<file path="config.mk">
export PLATFORM = sky130hd
export DESIGN_NAME = pipeline_stall_ctrl
export DESIGN_NICKNAME = d
export VERILOG_FILES = /design/src/rtl/pipeline_stall_ctrl.sv
export SDC_FILE = /design/constraint.sdc
export NUM_CORES = 1
export LEC_CHECK = 0
export ABC_CLOCK_PERIOD_IN_PS = 1500
export CORE_UTILIZATION = 40
export CTS_CLUSTER_SIZE = 24
export DETAILED_ROUTE_END_ITERATION = 10
export GPL_ROUTABILITY_DRIVEN = 0
export MAX_ROUTING_LAYER = met4
export PLACE_DENSITY = 0.66
export SETUP_SLACK_MARGIN = 0.2
export SLEW_MARGIN = 20
export SYNTH_ARGS = -nofsm -noshare
export SYNTH_HDL_FRONTEND = slang
export SYNTH_SLANG_ARGS = --single-unit
export TNS_END_PERCENT = 50
</file>
<file path="constraint.sdc">
create_clock -name clk -period 1.5 [get_ports clk]
set_clock_uncertainty 0.1 [all_clocks]
set_input_delay 0.45 -clock clk [delete_from_list [all_inputs] [get_ports clk]]
set_output_delay 0.45 -clock clk [all_outputs]
set_load 0.01 [all_outputs]
</file>
<file path="src/rtl/pipeline_stall_ctrl.sv">
// pipeline_stall_ctrl: per-stage freeze/flush/bubble controller for a 5-stage pipeline.
// Owns a RUN/MEM_WAIT FSM for multi-cycle SRAM accesses with a sticky timeout guard.
// Optional performance counters are enabled with `define STALL_PERF_CNT_EN.
module pipeline_stall_ctrl #(
    parameter int unsigned MEM_TIMEOUT = 255,
    parameter int unsigned CNT_W       = 32
) (
    input  logic             clk,
    input  logic             rst,
    input  logic             hazard_detected,
    input  logic             branch_taken,
    input  logic             mem_req,
    input  logic             mem_ready,
    output logic             pc_freeze,
    output logic             ifid_freeze,
    output logic             ifid_flush,
    output logic             idex_bubble,
    output logic             exmem_freeze,
    output logic             memwb_bubble,
    output logic             mem_timeout,
    output logic [1:0]       state_o
`ifdef STALL_PERF_CNT_EN
    ,
    output logic [CNT_W-1:0] stall_cycles,
    output logic [CNT_W-1:0] flush_events,
    output logic [CNT_W-1:0] mem_wait_cycles
`endif
);

    typedef enum logic [1:0] {
        RUN      = 2'd0,
        MEM_WAIT = 2'd1,
        UNUSED   = 2'd2
    } state_t;

    localparam int unsigned           WCNT_W      = 16;
    localparam logic [WCNT_W-1:0]     TIMEOUT_LIM = WCNT_W'(MEM_TIMEOUT);

    if (MEM_TIMEOUT < 1 || MEM_TIMEOUT > 65535) begin : g_bad_timeout
        $error("MEM_TIMEOUT must lie in 1..65535");
    end
    if (CNT_W < 1) begin : g_bad_cnt_w
        $error("CNT_W must be at least 1");
    end

    state_t            state, state_nxt;
    logic [WCNT_W-1:0] wait_cnt, wait_cnt_nxt;
    logic              timeout_hit;
    logic              mem_stall;

    // A dropped mem_req while waiting is indistinguishable from completion.
    assign mem_stall = mem_req & ~mem_ready;
    assign state_o   = state;

    // State register, wait counter and sticky timeout flag.
    always_ff @(posedge clk or posedge rst) begin
        if (rst) begin
            state       <= RUN;
            wait_cnt    <= '0;
            mem_timeout <= 1'b0;
        end else begin
            state    <= state_nxt;
            wait_cnt <= wait_cnt_nxt;
            if (timeout_hit) begin
                mem_timeout <= 1'b1;
            end
        end
    end

    // Next-state and wait-counter logic.
    always_comb begin
        state_nxt    = RUN;
        wait_cnt_nxt = '0;
        timeout_hit  = 1'b0;
        case (state)
            RUN: begin
                if (mem_stall) begin
                    state_nxt    = MEM_WAIT;
                    wait_cnt_nxt = WCNT_W'(1);
                end
            end
            MEM_WAIT: begin
                if (mem_stall) begin
                    if (wait_cnt >= TIMEOUT_LIM) begin
                        timeout_hit = 1'b1;
                    end else begin
                        state_nxt    = MEM_WAIT;
                        wait_cnt_nxt = (wait_cnt == '1) ? wait_cnt : wait_cnt + 1'b1;
                    end
                end
            end
            default: begin
                state_nxt = RUN;
            end
        endcase
    end

    // Pipeline controls: combinational from state and inputs, forced low in reset.
    always_comb begin
        pc_freeze    = 1'b0;
        ifid_freeze  = 1'b0;
        ifid_flush   = 1'b0;
        idex_bubble  = 1'b0;
        exmem_freeze = 1'b0;
        memwb_bubble = 1'b0;
        if (!rst && (state == RUN || state == MEM_WAIT)) begin
            if (mem_stall) begin
                pc_freeze    = 1'b1;
                ifid_freeze  = 1'b1;
                exmem_freeze = 1'b1;
                memwb_bubble = 1'b1;
            end else if (branch_taken) begin
                ifid_flush  = 1'b1;
                idex_bubble = 1'b1;
            end else if (hazard_detected) begin
                pc_freeze   = 1'b1;
                ifid_freeze = 1'b1;
                idex_bubble = 1'b1;
            end
        end
    end

`ifdef STALL_PERF_CNT_EN
    // Saturating performance counters.
    always_ff @(posedge clk or posedge rst) begin
        if (rst) begin
            stall_cycles    <= '0;
            flush_events    <= '0;
            mem_wait_cycles <= '0;
        end else begin
            if (pc_freeze && stall_cycles != '1) begin
                stall_cycles <= stall_cycles + 1'b1;
            end
            if (ifid_flush && flush_events != '1) begin
                flush_events <= flush_events + 1'b1;
            end
            if (state == MEM_WAIT && mem_wait_cycles != '1) begin
                mem_wait_cycles <= mem_wait_cycles + 1'b1;
            end
        end
    end
`endif

endmodule

</file>
## Word level (Yosys, flattened, before mapping)

Cells that the tools add are included.

| cells by class | value |
|---|---|
| add/subtract/negate cells | 1 |
| multipliers | 0 |
| divide/modulo/power cells | 0 |
| order comparisons | 1 |
| equality and inequality tests | 3 |
| shift operators | 0 |
| mux-type cells | 24 |
| bitwise gates (word level) | 2 |
| reduce and logical (&&, ||, !) cells | 4 |

Operators by type and width:

| operator | count |
|---|---|
| 16-bit two-way mux | 3 |
| 16-bit one-hot mux with 2 select lines | 1 |
| 1-bit two-way mux | 19 |
| 16-bit by 1-bit adder with 16-bit output, second input constant | 1 |
| 16-bit == test, second input constant | 1 |
| 16-bit by 8-bit >= comparator with 1-bit output, second input constant | 1 |
| 4-bit inequality test, second input constant | 1 |
| 2-bit one-hot mux with 2 select lines | 1 |
| 2-bit by 1-bit == test with 1-bit output, second input constant | 1 |
| 2-bit logical NOT | 1 |
| 1-bit AND | 1 |
| 1-bit logical AND | 1 |
| 1-bit logical NOT | 1 |
| 1-bit logical OR | 1 |
| 1-bit NOT | 1 |

| storage, ports and cells | value |
|---|---|
| register bits | 19 |
| latch bits | 0 |
| memory bits (writable) | 0 |
| bits in read-only memories | 0 |
| input bits | 6 |
| memories | 0 |

## Longest topological paths before layout

| logic depth | value |
|---|---|
| depth after elaboration | 5 |
| gate-level depth with buffers | 6 |
| gate-level depth less buffers | 5 |

## Worst setup path after synthesis

OpenSTA, ideal clock, no wires.

| timing | value |
|---|---|
| kind | input port to output port |
| start point | input port rst |
| end point | output port ifid_flush |
| arrival | 1.136 ns |
| path slack | -0.186 ns |
| stages on the path | 2 |
| path buffers | 0 |
| path through | inv_1 -> and3_1 |

| on the way | value |
|---|---|
| word-level cells in the longest chain between the ends | 3 |

Ends and longest elaborated chain:

| what | RTL line | text |
|---|---|---|
| from (decl) | 9 | `input logic rst,` |
| 1-bit logical NOT | 106 | `if (!rst && (state == RUN \|\| state == MEM_WAIT)) begin` |
| 1-bit logical AND | 106 |  |
| 1-bit two-way mux | 106 |  |
| to (decl) | 16 | `output logic ifid_flush,` |

No other way between the ends.

## Worst setup path after layout

| timing | value |
|---|---|
| start point | register wait_cnt[1] |
| end point | register wait_cnt[5] |

| on the way | value |
|---|---|
| word-level cells in the longest chain between the ends | 5 |
| elaborated cells on any way between the ends | 8 |

Ends and longest elaborated chain:

| what | RTL line | text |
|---|---|---|
| from (decl) | 47 | `logic [WCNT_W-1:0] wait_cnt, wait_cnt_nxt;` |
| from (signal assigned) | 63 | `wait_cnt <= wait_cnt_nxt;` |
| 16-bit by 1-bit adder with 16-bit output | 88 | `wait_cnt_nxt = (wait_cnt == '1) ? wait_cnt : wait_cnt + 1'b1;` |
| 16-bit two-way mux | 88 |  |
| 16-bit two-way mux | 84 | `if (wait_cnt >= TIMEOUT_LIM) begin` |
| 16-bit two-way mux | 83 | `if (mem_stall) begin` |
| 16-bit one-hot mux with 2 select lines | 75 | `case (state)` |

Several ways; a longest one is shown, not always the timed one. The select of a mux whose other input is x is not followed.
A chain may end at the register's enable or synchronous reset.

==> impl_metrics.tcl <==
set metrics [dict create \
    status "finished, violations left" \
    violations "setup timing" \
    track_usage 0.188 \
    detail_route.wirelength_mm 1.72 \
    clock_path_buffers 2 \
    required_ns 1.63 \
    cp_top_family "simple AND/OR/NAND/NOR gates" \
    rsz0062_at_grt "yes" \
    wl_per_cell_um 12.5 \
    crit_type "reg2reg" \
    ys_warn_count 0 \
    initial_core_util 0.442 \
    die_area_um2 2170 \
    crit_cells 6 \
    antenna_found_initial 0 \
    cts.sinks 18 \
    dp_hpwl_mm 1.18 \
    synthesis.area_um2 797 \
    ant_nets 0 \
    cts_max_level 1 \
    use_met1 0.220 \
    fin_setup_tns_ns -0.747 \
    synth-seq-area-share 0.565 \
    start_kind "register" \
    reg2regPathDepth 6 \
    critPathMaxFanout 4 \
    cts_tree "done" \
    finalHoldViolCount 0 \
    nNetsFinal 120 \
    r2r_slack_ns -0.13 \
    layout_common_cells "buf_4, dfrtp_1, conb_1" \
    final_util 0.688 \
    vias 649 \
    pre_cts_ws_ns -0.855 \
    io_pins 15 \
    port_buffers 13 \
    synthDistinctLibCells 29 \
    nFillCells 163 \
    drcViolationCount 0 \
    cpPeakStageDelay_ns 0.47 \
    path_buf_inv 1 \
    leakage_nw 0.557 \
    critPathArrivalTime_ns 1.76 \
    slew_violations 0 \
    grt-ovfl-total 0 \
    slowest_stage "or4_4" \
    drv_cap 0 \
    fin_crit_sh 1.08 \
    syn_area_per_cell_um2 11.4 \
    grtUsageMet2 0.311 \
    cp-end-kind "register" \
    antennaDiodeCount 0 \
    area_delta_synth_final_pct 55.6 \
    drtPass1Iterations 4 \
    seqCellArea_um2 450 \
    ir_worst_vdd_mv 0.645 \
    r2r-start "wait_cnt[1]$_DFFE_PP0P_" \
    grt_start_max_net_pins 19 \
    cp_cell_sequence "ha_4 > nand3_4 > nor4_4 > buf_4 > or4_4 > a21oi_2" \
    hold_buffers 0 \
    use_met3 0.0588 \
    fmaxAchievable_mhz 615 \
    drtIter0Drc 11 \
    ys_seq_elements 18 \
    fin_ws_ns -0.125 \
    multiInputGateArea_um2 447 \
    grt_pass1_vias 618 \
    die_h_um 46.6 \
    power_density_nw_per_um2 733 \
    dp.cells 128 \
    grt.busiest_layer "met2" \
    routed_via_density 4.74 \
    setup_viol 14 \
    holdWs_ns 0.112 \
    hold_path_class "in2async" \
    layout_commonest_cell "buf_4" \
    min_period_ns 1.63 \
    layout-drive-gt1-share 0.545 \
    fp.coreArea_um2 1800 \
    finalNonFillerCells 137 \
    clock_latency_ns 0.29 \
    clk_pin_slew_ns 0.10 \
    rows 15 \
    grt_pass1_wl_mm 2.70 \
    cts_buffers 3 \
    r2r-end "wait_cnt[5]$_DFFE_PP0P_" \
    cts_root_buf "clkbuf_4" \
    postSynthCellCount 70 \
    die_w_um 46.6 \
]
[registers in the layout, summed over array words and instances (netlist names)]
| signal | count |
|---|---|
| wait_cnt | 16 |
| mem_timeout | 1 |
| state_o | 1 |
[cell usage after synthesis]
library cell,n,area (um2)
nand2b_1,2,12.5
nor3b_2,1,12.5
ha_1,1,12.5
or4_1,1,7.51
nor4_1,2,12.5
inv_1,1,3.75
o21a_1,1,7.51
nor3_1,1,5.00
nand2_1,3,11.3
a21oi_1,7,35.0
buf_2,1,5.00
a31o_2,1,8.76
nor4_4,1,21.3
o31ai_1,3,22.5
o211ai_1,1,7.51
or3_2,3,22.5
conb_1,1,3.75
xnor2_1,1,8.76
buf_4,3,22.5
nand3_1,4,20.0
and3_1,1,6.26
or2_1,1,6.26
or3_1,1,6.26
nand4_1,2,12.5
dfrtp_1,18,450
nand4_4,1,21.3
o21ai_1,2,10.0
nor2_1,4,15.0
nor2b_1,1,6.26
[repair_timing]
action,4_1_cts,5_1_grt
gates resized for setup,64,7
pin swaps,6,3
buffers inserted,4,1
endpoints found under the setup margin,18,18
[per-stage QoR]
step	area [um2]	power, mW
floorplan	903	0.568
global placement	1150	0.623
detailed placement	1150	0.625
CTS	1200	0.915
global route	1240	0.954
finish	1240	0.909
[how the worst max path moves through the flow]
stage,to,slack [ns],from
floorplan,ifid_flush,-0.04,rst
global placement,idex_bubble,-0.86,mem_req
detailed placement,idex_bubble,-0.86,mem_req
CTS,wait_cnt[5]$_DFFE_PP0P_,-0.14,wait_cnt[1]$_DFFE_PP0P_
global route,wait_cnt[1]$_DFFE_PP0P_,-0.16,wait_cnt[1]$_DFFE_PP0P_
finish,wait_cnt[5]$_DFFE_PP0P_,-0.13,wait_cnt[1]$_DFFE_PP0P_
[layer usage]
metal  routed length (um)  vias to the layer above
met5                    0                        -
met4                   12                        0
met3                   39                        2
li1                     -                      328
met2                  884                        6
met1                  780                      313
[power breakdown]
group	total, mW	leakage, nW	switching [mW]	internal [mW]
Sequential	0.511	0.227	0.00932	0.502
Combinational	0.108	0.309	0.0515	0.0568
Clock	0.290	0.0210	0.142	0.148
Total	0.909	0.557	0.203	0.706
[layout make-up]
class | instances | area share
timing repair buffer | 34 | 0.216
inverter | 1 | 0.00605
tap | 25 | 0.0252
multi-input combinational | 55 | 0.360
sequential | 18 | 0.363
clock buffer | 4 | 0.0293
[worst reg2reg max path, delay by kind of cell (launching register included)]
family,cells,cell delay [ns]
DFF,1,0.42
adders and majority gates,1,0.18
and+or+nand+nor,3,0.60
buffers and inverters,1,0.15
AOI/OAI and AO/OA,1,0.12
[cell families after synthesis]
group,count (synthesis),synth area share
flops,18,0.565
compound gates,15,0.115
xor+xnor,1,0.0110
buf+inv,5,0.0392
other cells,1,0.00471
simple gates,29,0.250
fa+ha+maj,1,0.0157
Note: power is estimated with default switching activity, not from simulation.
